## src/rtl/wb_ram_arbiter2.sv

```systemverilog
// Two-master / one-slave Wishbone arbiter in front of the on-chip RAM.
// Round-robin grant on contention, the bus is held for the owner's whole
// cycle, and a per-transfer watchdog forces an error if the slave never answers.
module wb_ram_arbiter2 #(
    parameter int AW      = 32,
    parameter int DW      = 32,
    parameter int TIMEOUT = 255
) (
    input  logic            clk_i,
    input  logic            rst_i,
    // master 0 (instruction)
    input  logic [DW-1:0]   m0_data_i,
    output logic [DW-1:0]   m0_data_o,
    input  logic [AW-1:0]   m0_addr_i,
    input  logic [DW/8-1:0] m0_sel_i,
    input  logic            m0_we_i,
    input  logic            m0_cyc_i,
    input  logic            m0_stb_i,
    output logic            m0_ack_o,
    output logic            m0_err_o,
    output logic            m0_rty_o,
    // master 1 (data)
    input  logic [DW-1:0]   m1_data_i,
    output logic [DW-1:0]   m1_data_o,
    input  logic [AW-1:0]   m1_addr_i,
    input  logic [DW/8-1:0] m1_sel_i,
    input  logic            m1_we_i,
    input  logic            m1_cyc_i,
    input  logic            m1_stb_i,
    output logic            m1_ack_o,
    output logic            m1_err_o,
    output logic            m1_rty_o,
    // slave (RAM)
    output logic [DW-1:0]   s_data_o,
    input  logic [DW-1:0]   s_data_i,
    output logic [AW-1:0]   s_addr_o,
    output logic [DW/8-1:0] s_sel_o,
    output logic            s_we_o,
    output logic            s_cyc_o,
    output logic            s_stb_o,
    input  logic            s_ack_i,
    input  logic            s_err_i,
    input  logic            s_rty_i,
    // current owner, one-hot
    output logic [1:0]      gnt_o
);

    typedef enum logic [1:0] {IDLE, OWN0, OWN1} state_t;

    localparam logic [7:0] TIMEOUT_C = 8'(TIMEOUT);

    state_t     state, state_nxt;
    logic       last, last_nxt;     // master that owned the bus most recently
    logic [7:0] wdog, wdog_nxt;

    logic own0, own1;               // grant as seen by the outputs (forced off during reset)
    logic cur_cyc, cur_stb;         // owner's cyc/stb, ungated
    logic slv_resp;
    logic wd_fire;

    assign own0     = (state == OWN0) && !rst_i;
    assign own1     = (state == OWN1) && !rst_i;
    assign cur_cyc  = (state == OWN0) ? m0_cyc_i : (state == OWN1) ? m1_cyc_i : 1'b0;
    assign cur_stb  = (state == OWN0) ? m0_stb_i : (state == OWN1) ? m1_stb_i : 1'b0;
    assign slv_resp = s_ack_i | s_err_i | s_rty_i;

    // A slave ack in the same cycle as the timeout wins over the forced error.
    assign wd_fire  = (own0 | own1) && cur_stb && (wdog == TIMEOUT_C) && !s_ack_i;

    // Read data is broadcast; only ack/err/rty are steered to the owner.
    assign m0_data_o = s_data_i;
    assign m1_data_o = s_data_i;
    assign gnt_o     = {own1, own0};

    // Slave-side mux and owner-only response routing.
    always_comb begin
        // NOTE: every output gets a default before any branch so no latch can be inferred.
        s_data_o = '0;
        s_addr_o = '0;
        s_sel_o  = '0;
        s_we_o   = 1'b0;
        if (own0) begin
            s_data_o = m0_data_i;
            s_addr_o = m0_addr_i;
            s_sel_o  = m0_sel_i;
            s_we_o   = m0_we_i;
        end else if (own1) begin
            s_data_o = m1_data_i;
            s_addr_o = m1_addr_i;
            s_sel_o  = m1_sel_i;
            s_we_o   = m1_we_i;
        end
        s_cyc_o  = (own0 | own1) & cur_cyc;
        s_stb_o  = (own0 | own1) & cur_stb & ~wd_fire;
        m0_ack_o = own0 & s_ack_i;
        m0_err_o = own0 & (s_err_i | wd_fire);
        m0_rty_o = own0 & s_rty_i;
        m1_ack_o = own1 & s_ack_i;
        m1_err_o = own1 & (s_err_i | wd_fire);
        m1_rty_o = own1 & s_rty_i;
    end

    // Arbitration, release hand-over and watchdog counting.
    always_comb begin
        state_nxt = state;
        last_nxt  = last;
        wdog_nxt  = wdog;
        case (state)
            IDLE: begin
                wdog_nxt = '0;
                if (m0_cyc_i && m1_cyc_i) state_nxt = last ? OWN0 : OWN1;
                else if (m0_cyc_i)        state_nxt = OWN0;
                else if (m1_cyc_i)        state_nxt = OWN1;
            end
            OWN0, OWN1: begin
                if (!cur_cyc) begin
                    // Release: hand straight to a waiting master, no idle cycle.
                    last_nxt = (state == OWN1);
                    wdog_nxt = '0;
                    if (state == OWN0) state_nxt = m1_cyc_i ? OWN1 : IDLE;
                    else               state_nxt = m0_cyc_i ? OWN0 : IDLE;
                end else if (slv_resp || wd_fire) begin
                    wdog_nxt = '0;
                end else if (s_stb_o) begin
                    wdog_nxt = wdog + 8'd1;
                end
            end
            default: state_nxt = IDLE;
        endcase
    end

    // State registers with synchronous reset.
    always_ff @(posedge clk_i) begin
        // NOTE: registers use non-blocking assignments so all of them update from the same pre-edge values.
        if (rst_i) begin
            state <= IDLE;
            last  <= 1'b1;
            wdog  <= '0;
        end else begin
            state <= state_nxt;
            last  <= last_nxt;
            wdog  <= wdog_nxt;
        end
    end

endmodule

```

## config.mk

```make
export PLATFORM = sky130hd
export DESIGN_NAME = wb_ram_arbiter2
export DESIGN_NICKNAME = d
export VERILOG_FILES = /design/src/rtl/wb_ram_arbiter2.sv
export SDC_FILE = /design/constraint.sdc
export NUM_CORES = 1
export LEC_CHECK = 0
export ABC_AREA = 0
export BUFFER_PORTS_ARGS = -buffer_cell sky130_fd_sc_hd__clkbuf_2
export CAP_MARGIN = 10
export CELL_PAD_IN_SITES_DETAIL_PLACEMENT = 1
export CELL_PAD_IN_SITES_GLOBAL_PLACEMENT = 1
export CORE_MARGIN = 4
export CORE_UTILIZATION = 15
export CTS_CLUSTER_SIZE = 14
export DETAILED_ROUTE_END_ITERATION = 16
export PLACE_DENSITY = 0.76
export SYNTH_ARGS = -nofsm -noshare
export SYNTH_HDL_FRONTEND = slang
export SYNTH_SLANG_ARGS = --single-unit
```

## constraint.sdc

```tcl
create_clock -name clk_i -period 1.94 [get_ports clk_i]
set_input_delay 0.388 -clock clk_i [delete_from_list [all_inputs] [get_ports clk_i]]
set_output_delay 0.388 -clock clk_i [all_outputs]
set_load 0.02 [all_outputs]
```

==> results of run 1 <==
timing repair:
item,4_1_cts,5_1_grt
endpoints found under the setup margin,85,85
gates cloned,4,1
resized for setup,142,109
pin swaps,10,24
buffers inserted,10,6
hold buffers,0,0
worst reg2reg max path: stages (launching register included):
cell and delay, ps:
dfxtp_4 390, inv_4 50, ha_4 170, buf_4 140, buf_4 130, and3b_2 250, o211ai_4 230, buf_4 180
or2_2 130, o21ai_0 80, mux2_2 270
area by class of cell:
type / instances / share of cell area
sequential: 11 / 0.0521
tap: 176 / 0.0504
multi-input combinational: 156 / 0.344
timing repair buffer: 277 / 0.529
inverter: 6 / 0.00630
clock buffer: 4 / 0.0181
flip-flops by register name, summed over array words and instances, names as in the netlist:
signal	count
last	1
state	2
wdog	8
metal layers:
metal	routed length, um	share of wire
met1	5390	0.38
met2	7420	0.53
met4	167	0.012
met3	1100	0.078
met5	0	0
worst max-delay path by stage:
stage	from	to	slack, ps	depth (start not counted)
2_1_floorplan	state[1]$_SDFFE_PP0P_	s_addr_o[0]	-40	6
3_3_place_gp	state[1]$_SDFFE_PP0P_	s_addr_o[21]	-160	6
3_5_place_dp	state[0]$_SDFFE_PP0P_	s_sel_o[3]	-170	9
4_1_cts	state[0]$_SDFFE_PP0P_	s_sel_o[0]	-270	10
5_1_grt	wdog[0]$_SDFFE_PP0P_	m1_err_o	-350	6
6_report	state[0]$_SDFFE_PP0P_	s_sel_o[2]	-280	10
cells in the mapped netlist (all sizes together):
library cell	n
a22o	70
nor3	3
o211ai	1
a211o	1
nand4	2
nor2b	5
nand2b	4
or2	1
nand3	2
a21oi	7
and2	5
nand4b	1
ha	6
nand2	6
nor2	7
o21ai	12
and3b	1
o311ai	1
mux2	2
o21a	1
a32oi	2
a31oi	5
dfxtp	11
a21o	1
nor3b	1
nor4b	1
o21bai	1
clkbuf	14
inv	6
buf	69
a32o	1
a41oi	2
and3	2
and4	2
cells by family (layout without fill, tap and decap cells):
kind of cell | Yosys count | after routing | share of synthesized area
compound gates | 105 | 105 | 0.419
fa+ha+maj | 6 | 6 | 0.0372
buf+inv | 89 | 287 | 0.292
flops | 11 | 11 | 0.109
mux | 2 | 2 | 0.0130
simple gates | 43 | 43 | 0.129
metrics by stage:
stage | std cells | hold WS (ps) | setup TNS, ps | utilization | power (W)
6_report | 630 | 489 | -16670 | 0.331 | 0.00254
5_1_grt | 630 | 510 | -21250 | 0.331 | 0.00266
4_1_cts | 625 | 487 | -16740 | 0.310 | 0.00236
3_5_place_dp | 608 | 484 | -5660 | 0.239 | 0.00152
3_3_place_gp | 608 | 465 | -2820 | 0.239 | 0.00149
2_1_floorplan | 256 | 443 | -2770 | - | 0.00111
power groups by stage:
stage               registers [W]  logic (W)  clock network [W]
floorplan                0.000261   0.000848                  0
CTS                      0.000272    0.00169           0.000404
global placement         0.000263    0.00123                  0
finish                   0.000273    0.00187           0.000400
global route             0.000277    0.00196           0.000416
detailed placement       0.000266    0.00125                  0
==> summary.md, run 1 <==
| Metric | Value |
|---|---|
| Delay-heaviest family, CP | buffers and inverters |
| Worst hold path type | flop to flop |
| Grt peak-use layer | met2 |
| Met1 Usage GRT | 0.197 |
| Highest-count cells in the layout ignoring fill and taps | 153 x clkbuf_2, 53 x a22o_1, 34 x buf_4 |
| WP data arrival | 1840 ps |
| Vias in the first global route | 2982 |
| Iteration-0 DRC Markers | 84 |
| CTS Buf Count | 3 |
| Most used cell, CP | buf_12 |
| Count of cell types in the netlist | 39 |
| Clk_skew | 9.23 ps |
| Synthesized cell area | 0.00202 mm^2 |
| Synthesis-stage register bit count | 11 |
| Clk slew on worst S/H paths | 50 ps |
| Vias/cell | 4.57 |
| Ys Warns | 0 |
| WHS Endpoint | wdog[4]$_SDFFE_PP0P_ |
| Total net switching power | 0.00102 W |
| Unrepaired setup endpoints after global routing | true |
| Failing checks | negative setup slack |
| Critical path's largest stage delay | 390 ps |
| Total track usage | 0.164 |
| Peak VDD IR | 0.612 mV |
| Max clock buf depth | 2 |
| Layout cells sized above 1 | 0.725 |
| Filler instances | 1535 |
| Buf+Inv Stages, Crit Path | 6 |
| Row count | 42 |
| R2R Path End | wdog[6]$_SDFFE_PP0P_ |
| Gate power share | 0.735 |
| Synthesis-to-layout area growth | 116% |
| Starting Density | 0.153 |
| Clock power frac | 0.157 |
| Cell Int Power | 0.00153 W |
| Hold Violations, Final | 0 |
| Dpl cell area | 0.00315 mm^2 |
| Sequential cell area | 228 um^2 |
| CP startpoint kind | flop |
| Worst R2R Start | state[0]$_SDFFE_PP0P_ |
| GR Util met3 | 0.0304 |
| Commonest non-fill, non-tap cell in the layout | clkbuf_2 |
| Sequential power share | 0.107 |
| Drt drc | 0 |
| Post-synthesis sequential area ratio | 0.109 |
| Mapped Cells | 256 |
| Crit path kind | flop to output pin |
| Tcrit/Tclk final | 1.15 |
| N_diodes | 0 |
| First-pass DRT Iterations | 4 |
| Antenna-violating nets left | 0 |
| CP cell instances | inv_4 -> ha_4 -> nand2b_4 -> buf_6 -> nor2_4 -> buf_12 -> buf_12 -> buf_12 -> a22o_4 -> buf_8 |
| Core footprint | 0.0132 mm^2 |
| Worst path required time | 1550 ps |
| Final setup fails | 83 |
| Clock latency on the worst-skew pair | 250 ps |
| NumNets Final | 640 |
| Final instance area | 0.00437 mm^2 |
| Grt ovf | 0 |
| Final WS setup | -283 ps |
| Final WL | 14.1 mm |
| Clock Tree Root | clkbuf_16 |
| CTS sink cnt | 11 |
| Status | finished with violations |
| IO buf count | 225 |
| Max-slew violations | 0 |
| Top cell type's share of synthesized area | 0.304 |
| Die area | 0.0154 mm^2 |
| Reg2reg setup slack | -190 ps |
| Pwr dens | 583 mW/mm^2 |
| Multi-input gate area | 0.00150 mm^2 |
| IO Count | 322 |
| Critical path peak fanout | 5 |
| Largest area contributor in the netlist | a22o_1 |
| GR Util met2 | 0.308 |
| Worst slew margin | 0.709 |
| Syn_area_per_cell | 7.89 um^2 |
| Switch share | 0.399 |
| Cells on Worst Hold Path | 1 |
| Via Count | 2882 |
| Area contributors post-synth | a22o_1 30%, buf_4 25%, dfxtp_1 11%, ha_1 3.7%, clkbuf_1 2.6% |
| Antenna violations before repair | 0 |
| Chip height | 124 um |
| Global-route wire length before repair | 18.6 mm |
| GPL Wtd Cong | 0.947 |
| LEAKAGE | 2.18 nW |
| Die width | 124 um |
| WL per Instance | 22.4 um |
| Largest net degree at the start of global routing | 23 |
| Critical Path Sink Type | output pin |
| Max-Cap Viols | 0 |
| Fmax | 450 MHz |
| H-tree Lvls | 1 |
| TritonCTS clock tree | done |
| Number of cells on the worst reg-to-reg path | 10 |
| CP max-delay cell | dfxtp_4 |
| Min-delay src | wdog[4]$_SDFFE_PP0P_ |
| HPWL Detailed | 10.5 mm |
| Worst slack, placed | -174 ps |
| Worst-margin pin slew | 434 ps |
| Synthesized Nets | 441 |
| Crit path time final | 2220 ps |
Power figures use the tool's default switching activity.
==> run 2, diff against run 1 <==
--- a/config.mk
+++ b/config.mk
@@ -5,16 +5,18 @@
 export SDC_FILE = /design/constraint.sdc
 export NUM_CORES = 1
 export LEC_CHECK = 0
-export ABC_AREA = 0
+export ABC_AREA = 1
 export BUFFER_PORTS_ARGS = -buffer_cell sky130_fd_sc_hd__clkbuf_2
 export CAP_MARGIN = 10
 export CELL_PAD_IN_SITES_DETAIL_PLACEMENT = 1
 export CELL_PAD_IN_SITES_GLOBAL_PLACEMENT = 1
+export CORE_ASPECT_RATIO = 1.4
 export CORE_MARGIN = 4
 export CORE_UTILIZATION = 15
+export CTS_CLUSTER_DIAMETER = 60
 export CTS_CLUSTER_SIZE = 14
 export DETAILED_ROUTE_END_ITERATION = 16
-export PLACE_DENSITY = 0.76
+export PLACE_DENSITY = 0.75
 export SYNTH_ARGS = -nofsm -noshare
 export SYNTH_HDL_FRONTEND = slang
 export SYNTH_SLANG_ARGS = --single-unit
==> run 2 against run 1 <==
- largest cell class unchanged
- wire length is 8.6% higher
- via count is 18% higher
- setup slack better by 250 ps
- non-clock buffer count is 20 lower
- area after synthesis is 15% higher
- sequential power is 15% higher
- clock power is 3% lower
- critical path depth is 3 lower
- largest power group unchanged
- the run still ends with negative setup slack left
- flip-flop and latch count stayed put
- synthesized cell count is 72% higher
- total power is 66% higher
==> summary.md, run 2 <==
| Metric | Value |
|---|---|
| Crit path time final | 1980 ps |
| Worst-margin pin slew | 391 ps |
| Fmax | 506 MHz |
| First-pass DRT Iterations | 4 |
| Critical Path Sink Type | output pin |
| Max-slew violations | 0 |
| IO buf count | 225 |
| Worst slew margin | 0.736 |
| Commonest non-fill, non-tap cell in the layout | nand2_1 |
| Layout cells sized above 1 | 0.521 |
| Synthesis-stage register bit count | 11 |
| Setup TNS | -60.0 ps |
| Fin util | 0.269 |
| Tcrit/Tclk final | 1.02 |
| FFs w/ async S/R, synth | 0 |
| Failing checks | negative setup slack |
| Status | finished with violations |
| Ys Warns | 0 |
| LEAKAGE | 2.20 nW |
| Clock power frac | 0.092 |
| Post-synthesis sequential area ratio | 0.0950 |
| HPWL Detailed | 12.5 mm |
| Worst hold path type | input pin to flop |
| Final WS setup | -35.7 ps |
| Synthesized Nets | 625 |
| Min Hold Slack | 471 ps |
| Largest registers | wdog (8), state (2), last (1) |
| EDFF count, synth | 0 |
| Synth top cells by count | 179 x nand2_1, 73 x o21ai_0, 66 x buf_4 |
| N_diodes | 0 |
| Worst R2R Start | state[1]$_SDFFE_PP0P_ |
| Vias in the first global route | 3586 |
| Count leader, synth | nand2_1 |
| Peak VDD IR | 0.544 mV |
| Clock latency on the worst-skew pair | 240 ps |
| Top reg by flops | wdog |
| Crit path kind | flop to output pin |
| IO Count | 322 |
| Largest area contributor in the netlist | nand2_1 |
| Final instance area | 0.00407 mm^2 |
| Area contributors post-synth | nand2_1 29%, buf_4 21%, o21ai_0 16%, dfxtp_1 9.5%, inv_1 4.0% |
| Switch share | 0.523 |
| Worst path required time | 1550 ps |
| Critical path peak fanout | 17 |
| WL per Instance | 19.0 um |
| NumNets Final | 798 |
| Global-route wire length before repair | 22.1 mm |
| CTS Buf Count | 3 |
| Antenna violations before repair | 2 |
| Number of cells on the worst reg-to-reg path | 11 |
| Grt ovf | 0 |
| Core footprint | 0.0151 mm^2 |
| Clk slew on worst S/H paths | 50 ps |
| Synthesis-to-layout area growth | 75.5% |
| CP startpoint kind | flop |
| Final setup fails | 2 |
| Cells on Worst Hold Path | 3 |
| Highest-count cells in the layout ignoring fill and taps | 171 x nand2_1, 152 x clkbuf_2, 74 x buf_4 |
| Critical path's largest stage delay | 340 ps |
| Drt drc | 0 |
| Syn_area_per_cell | 5.27 um^2 |
| Max clock buf depth | 2 |
| Synth Flop Type | dfxtp_1 |
| Die width | 113 um |
| Final WL | 15.3 mm |
| Total net switching power | 0.00220 W |
| Critical Path Stages | 7 |
| Iteration-0 DRC Markers | 101 |
| Row count | 53 |
| Clock Tree Root | clkbuf_16 |
| H-tree Lvls | 1 |
| Total track usage | 0.165 |
| Antenna-violating nets left | 0 |
| Mapped Cells | 440 |
| Dpl cell area | 0.00332 mm^2 |
| Count of cell types in the netlist | 23 |
| Sequential power share | 0.074 |
| Largest net degree at the start of global routing | 30 |
| Vias/cell | 4.22 |
| Pwr dens | 1040 mW/mm^2 |
| GPL Wtd Cong | 0.788 |
| Filler instances | 1972 |
| Unrepaired setup endpoints after global routing | true |
| Top cell type's share of synthesized area | 0.290 |
| WP data arrival | 1590 ps |
| Gate power share | 0.833 |
| TritonCTS clock tree | done |
| Max-Cap Viols | 0 |
| Synthesized cell area | 0.00232 mm^2 |
| Delay-heaviest family, CP | buffers and inverters |
| CP max-delay cell | dfxtp_2 |
| Max reg flops | 8 |
| Starting Density | 0.153 |
| Clk_skew | 3.02 ps |
| # hold bufs at CTS | 0 |
| Die area | 0.0175 mm^2 |
| CTS sink cnt | 11 |
| Via Count | 3394 |
| Worst Setup SP | state[1]$_SDFFE_PP0P_ |
| Hold Violations, Final | 0 |
| Buf+Inv Stages, Crit Path | 4 |
| Cell Int Power | 0.00201 W |
| Min-delay src | rst_i |
| CP cell instances | inv_4 -> ha_4 -> inv_6 -> buf_12 -> nand2_1 -> o21ai_4 -> clkbuf_8 |
| Chip height | 155 um |
==> run 2: cell types whose count changed in the layout (fill, tap and decap cells not counted), moves of 18 or more <==
cell      before  now
nand2_1        6  171
a22o_1        53    0
o21ai_1        1   42
buf_4         34   74
buf_6         31    6
clkbuf_8      29    8
o21ai_2        2   22
inv_1          4   22
==> run 2: kinds of logic (layout without fill, tap and decap cells) <==
| family | after synthesis | count (layout) | synth area share |
|---|---|---|---|
| AOI/OAI and AO/OA | 80 | 80 | 0.175 |
| adders and majority gates | 6 | 6 | 0.0324 |
| buffers and inverters | 118 | 290 | 0.304 |
| DFF | 11 | 11 | 0.0950 |
| and+or+nand+nor | 225 | 225 | 0.393 |
==> run 2: layer usage <==
layer,vias to the layer above,share of wire,track usage
met1,1484,0.38,0.193
li1,1674,-,-
met2,177,0.44,0.260
met4,4,0.040,0.0544
met5,-,0.0018,0
met3,55,0.14,0.0875
==> run 2: cell type report <==
| cell class | count | area, um^2 | area share |
|---|---|---|---|
| Clock inverter | 1 | 5.00 | 0.00123 |
| Sequential cell | 11 | 228 | 0.0560 |
| Inverter | 29 | 129 | 0.0317 |
| Multi-Input combinational cell | 311 | 1610 | 0.396 |
| Tap cell | 192 | 240 | 0.0591 |
| Timing Repair Buffer | 257 | 1780 | 0.438 |
| Clock buffer | 3 | 75.1 | 0.0185 |
==> run 2: per-stage QoR <==
stage	setup WS, ps	cells	total power, W
6_report	-35.7	804	0.00421
5_1_grt	-103	804	0.00456
4_1_cts	-63.0	802	0.00409
3_5_place_dp	-161	788	0.00299
3_3_place_gp	-111	788	0.00294
2_1_floorplan	9.23	440	0.00200
==> run 2: power by group through the flow <==
stage / clock, W / sequential [W] / combinational, W
global route: 0.000412 / 0.000319 / 0.00383
finish: 0.000389 / 0.000313 / 0.00351
CTS: 0.000401 / 0.000303 / 0.00339
floorplan: 0 / 0.000286 / 0.00171
global placement: 0 / 0.000288 / 0.00265
detailed placement: 0 / 0.000290 / 0.00270
==> run 2: worst min-delay path, stage by stage <==
cell and delay [ps]:
clkbuf_2 120, buf_4 130, a21oi_1 40
==> run 2: final timing paths <==
| check | endpoint | slack [ps] |
|---|---|---|
| worst max register to register | wdog[1]$_SDFFE_PP0P_ | 160 |
| worst min register to register | last$_SDFFE_PP1P_ | 480 |
| worst min-delay path | state[0]$_SDFFE_PP0P_ | 470 |
| worst max-delay path | s_addr_o[5] | -40 |
==> run 2: repair_timing <==
action                                  CTS  global route
resized for setup                       147           125
cloned                                    5             0
pin swaps                                 8             6
setup buffers                             5             3
endpoints found under the setup margin   76            75
==> run 3, diff against run 2 <==
--- a/config.mk
+++ b/config.mk
@@ -14,9 +14,10 @@
 export CORE_MARGIN = 4
 export CORE_UTILIZATION = 15
 export CTS_CLUSTER_DIAMETER = 60
-export CTS_CLUSTER_SIZE = 14
+export CTS_CLUSTER_SIZE = 30
 export DETAILED_ROUTE_END_ITERATION = 16
 export PLACE_DENSITY = 0.75
+export SKIP_CTS_REPAIR_TIMING = 1
 export SYNTH_ARGS = -nofsm -noshare
 export SYNTH_HDL_FRONTEND = slang
 export SYNTH_SLANG_ARGS = --single-unit
==> run 3 against run 2 <==
- the run still ends with negative setup slack left
- critical path depth increased by 1
- clock-buffer cell count unchanged
- setup slack gained 17 ps
- non-clock buffer count up 2
- register-to-register slack got worse by 20 ps
- sequential power is essentially flat
- global-route usage fell by 1.4 points
- sequential share of layout area hardly changed
- critical path type unchanged
- highest routed layer unchanged
==> summary.md, run 3 (synthesized netlist as in run 2, its figures left out) <==
| Metric | Value |
|---|---|
| Status | finished with violations |
| Failing checks | negative setup slack |
| Die width | 113 um |
| CP cell instances | inv_4 -> ha_4 -> nand2_4 -> clkinv_4 -> clkbuf_16 -> nand2_1 -> o21ai_1 -> clkbuf_2 |
| Starting Density | 0.153 |
| WP data arrival | 1570 ps |
| Final WS setup | -18.7 ps |
| Switch share | 0.526 |
| Max-Cap Viols | 0 |
| Worst slew margin | 0.758 |
| Clock power frac | 0.091 |
| Fin util | 0.272 |
| CP startpoint kind | flop |
| Top reg by flops | wdog |
| Commonest non-fill, non-tap cell in the layout | nand2_1 |
| Synthesis-to-layout area growth | 77.6% |
| CTS Buf Count | 3 |
| Max clock buf depth | 2 |
| Sequential power share | 0.073 |
| Crit path kind | flop to output pin |
| Gate power share | 0.836 |
| Post-route insts no fill | 807 |
| Vias in the first global route | 3459 |
| Worst hold path type | input pin to flop |
| Final setup fails | 3 |
| Setup TNS | -35.5 ps |
| Clk slew on worst S/H paths | 50 ps |
| GPL Wtd Cong | 0.788 |
| Grt ovf | 0 |
| Core footprint | 0.0151 mm^2 |
| First-pass DRT Iterations | 4 |
| N_diodes | 0 |
| Max reg flops | 8 |
| Layout cells sized above 1 | 0.524 |
| Antenna violations before repair | 2 |
| H-tree Lvls | 1 |
| Max-slew violations | 0 |
| IO buf count | 225 |
| Die area | 0.0175 mm^2 |
| IO Count | 322 |
| Largest net degree at the start of global routing | 45 |
| Row count | 53 |
| Drt drc | 0 |
| TritonCTS clock tree | done |
| Iteration-0 DRC Markers | 90 |
| Cell Int Power | 0.00204 W |
| Clock latency on the worst-skew pair | 250 ps |
| Total net switching power | 0.00227 W |
| Hold Violations, Final | 0 |
| Worst-margin pin slew | 360 ps |
| Dpl cell area | 0.00332 mm^2 |
| CTS sink cnt | 11 |
| Final instance area | 0.00412 mm^2 |
| Largest registers | wdog (8), state (2), last (1) |
| Clock Tree Root | clkbuf_16 |
| CP max-delay cell | dfxtp_2 |
| Min Hold Slack | 472 ps |
| Final WL | 15.8 mm |
| Placed insts | 788 |
| Unrepaired setup endpoints after global routing | true |
| Worst path required time | 1550 ps |
| Crit path time final | 1960 ps |
| LEAKAGE | 2.23 nW |
| Critical path's largest stage delay | 350 ps |
| Reg2reg setup slack | 140 ps |
| Vias/cell | 4.27 |
| Antenna-violating nets left | 0 |
| Chip height | 155 um |
| WL per Instance | 19.6 um |
| Tcrit/Tclk final | 1.01 |
| Critical path peak fanout | 7 |
| Pwr dens | 1050 mW/mm^2 |
| Via Count | 3448 |
| Clk_skew | 3.63 ps |
| Highest-count cells in the layout ignoring fill and taps | 172 x nand2_1, 153 x clkbuf_2, 58 x buf_4 |
| Total track usage | 0.151 |
| Global-route wire length before repair | 20.5 mm |
| Fmax | 511 MHz |
| HPWL Detailed | 12.5 mm |
| NumNets Final | 801 |
| Peak VDD IR | 0.548 mV |
| Critical Path Sink Type | output pin |
==> run 3: changes by cell type in the layout (fill, tap and decap cells not counted), sizes merged <==
cell / previous run / this run
buf: 94 / 99
clkbuf: 166 / 163
inv: 27 / 28
==> run 3: path summary, 6_finish.rpt <==
check,end,cells after the start,startpoint
setup / recovery,s_addr_o[23],8,state[1]$_SDFFE_PP0P_
setup reg to reg,wdog[1]$_SDFFE_PP0P_,13,state[1]$_SDFFE_PP0P_
hold reg to reg,last$_SDFFE_PP1P_,2,last$_SDFFE_PP1P_
hold / removal,wdog[1]$_SDFFE_PP0P_,3,rst_i
==> run 3: final cells by class <==
cell class | count | area [um^2]
timing repair buffer | 259 | 1810
clock inverter | 1 | 5.00
timing repair inverter | 1 | 8.76
fill | 1982 | 11000
sequential | 11 | 230
clock buffer | 3 | 75.1
multi-input combinational | 311 | 1620
tap | 192 | 240
inverter | 29 | 124
==> run 3: power groups by stage <==
stage | clock network [W] | registers [W] | logic, W
finish | 0.000393 | 0.000316 | 0.00361
global route | 0.000413 | 0.000321 | 0.00392
CTS | 0.000401 | 0.000285 | 0.00270
detailed placement | 0 | 0.000290 | 0.00270
global placement | 0 | 0.000288 | 0.00265
floorplan | 0 | 0.000286 | 0.00171
==> run 3: routing by layer <==
| metal | vias up | global-route usage | part of all wire |
|---|---|---|---|
| met1 | 1525 | 0.176 | 0.38 |
| met5 | - | 0 | 0.0017 |
| li1 | 1677 | - | - |
| met4 | 4 | 0.0590 | 0.042 |
| met3 | 57 | 0.0872 | 0.14 |
| met2 | 185 | 0.230 | 0.43 |
==> run 3: through the flow <==
step                      worst slack [ps]  total power (W)
final                                -18.7          0.00431
after global routing                 -81.4          0.00465
after global placement                -111          0.00294
after floorplan                       9.23          0.00200
after CTS                             -424          0.00339
after detailed placement              -161          0.00299
==> run 3: worst max-delay path, delay by kind of cell (launching register included) <==
family / cells / cell delay [ps]
AND/OR/NAND/NOR: 2 / 220
AO/OA/AOI/OAI: 1 / 70
adder cells (fa/ha/maj): 1 / 180
flip-flops: 1 / 350
buffers and inverters: 4 / 490
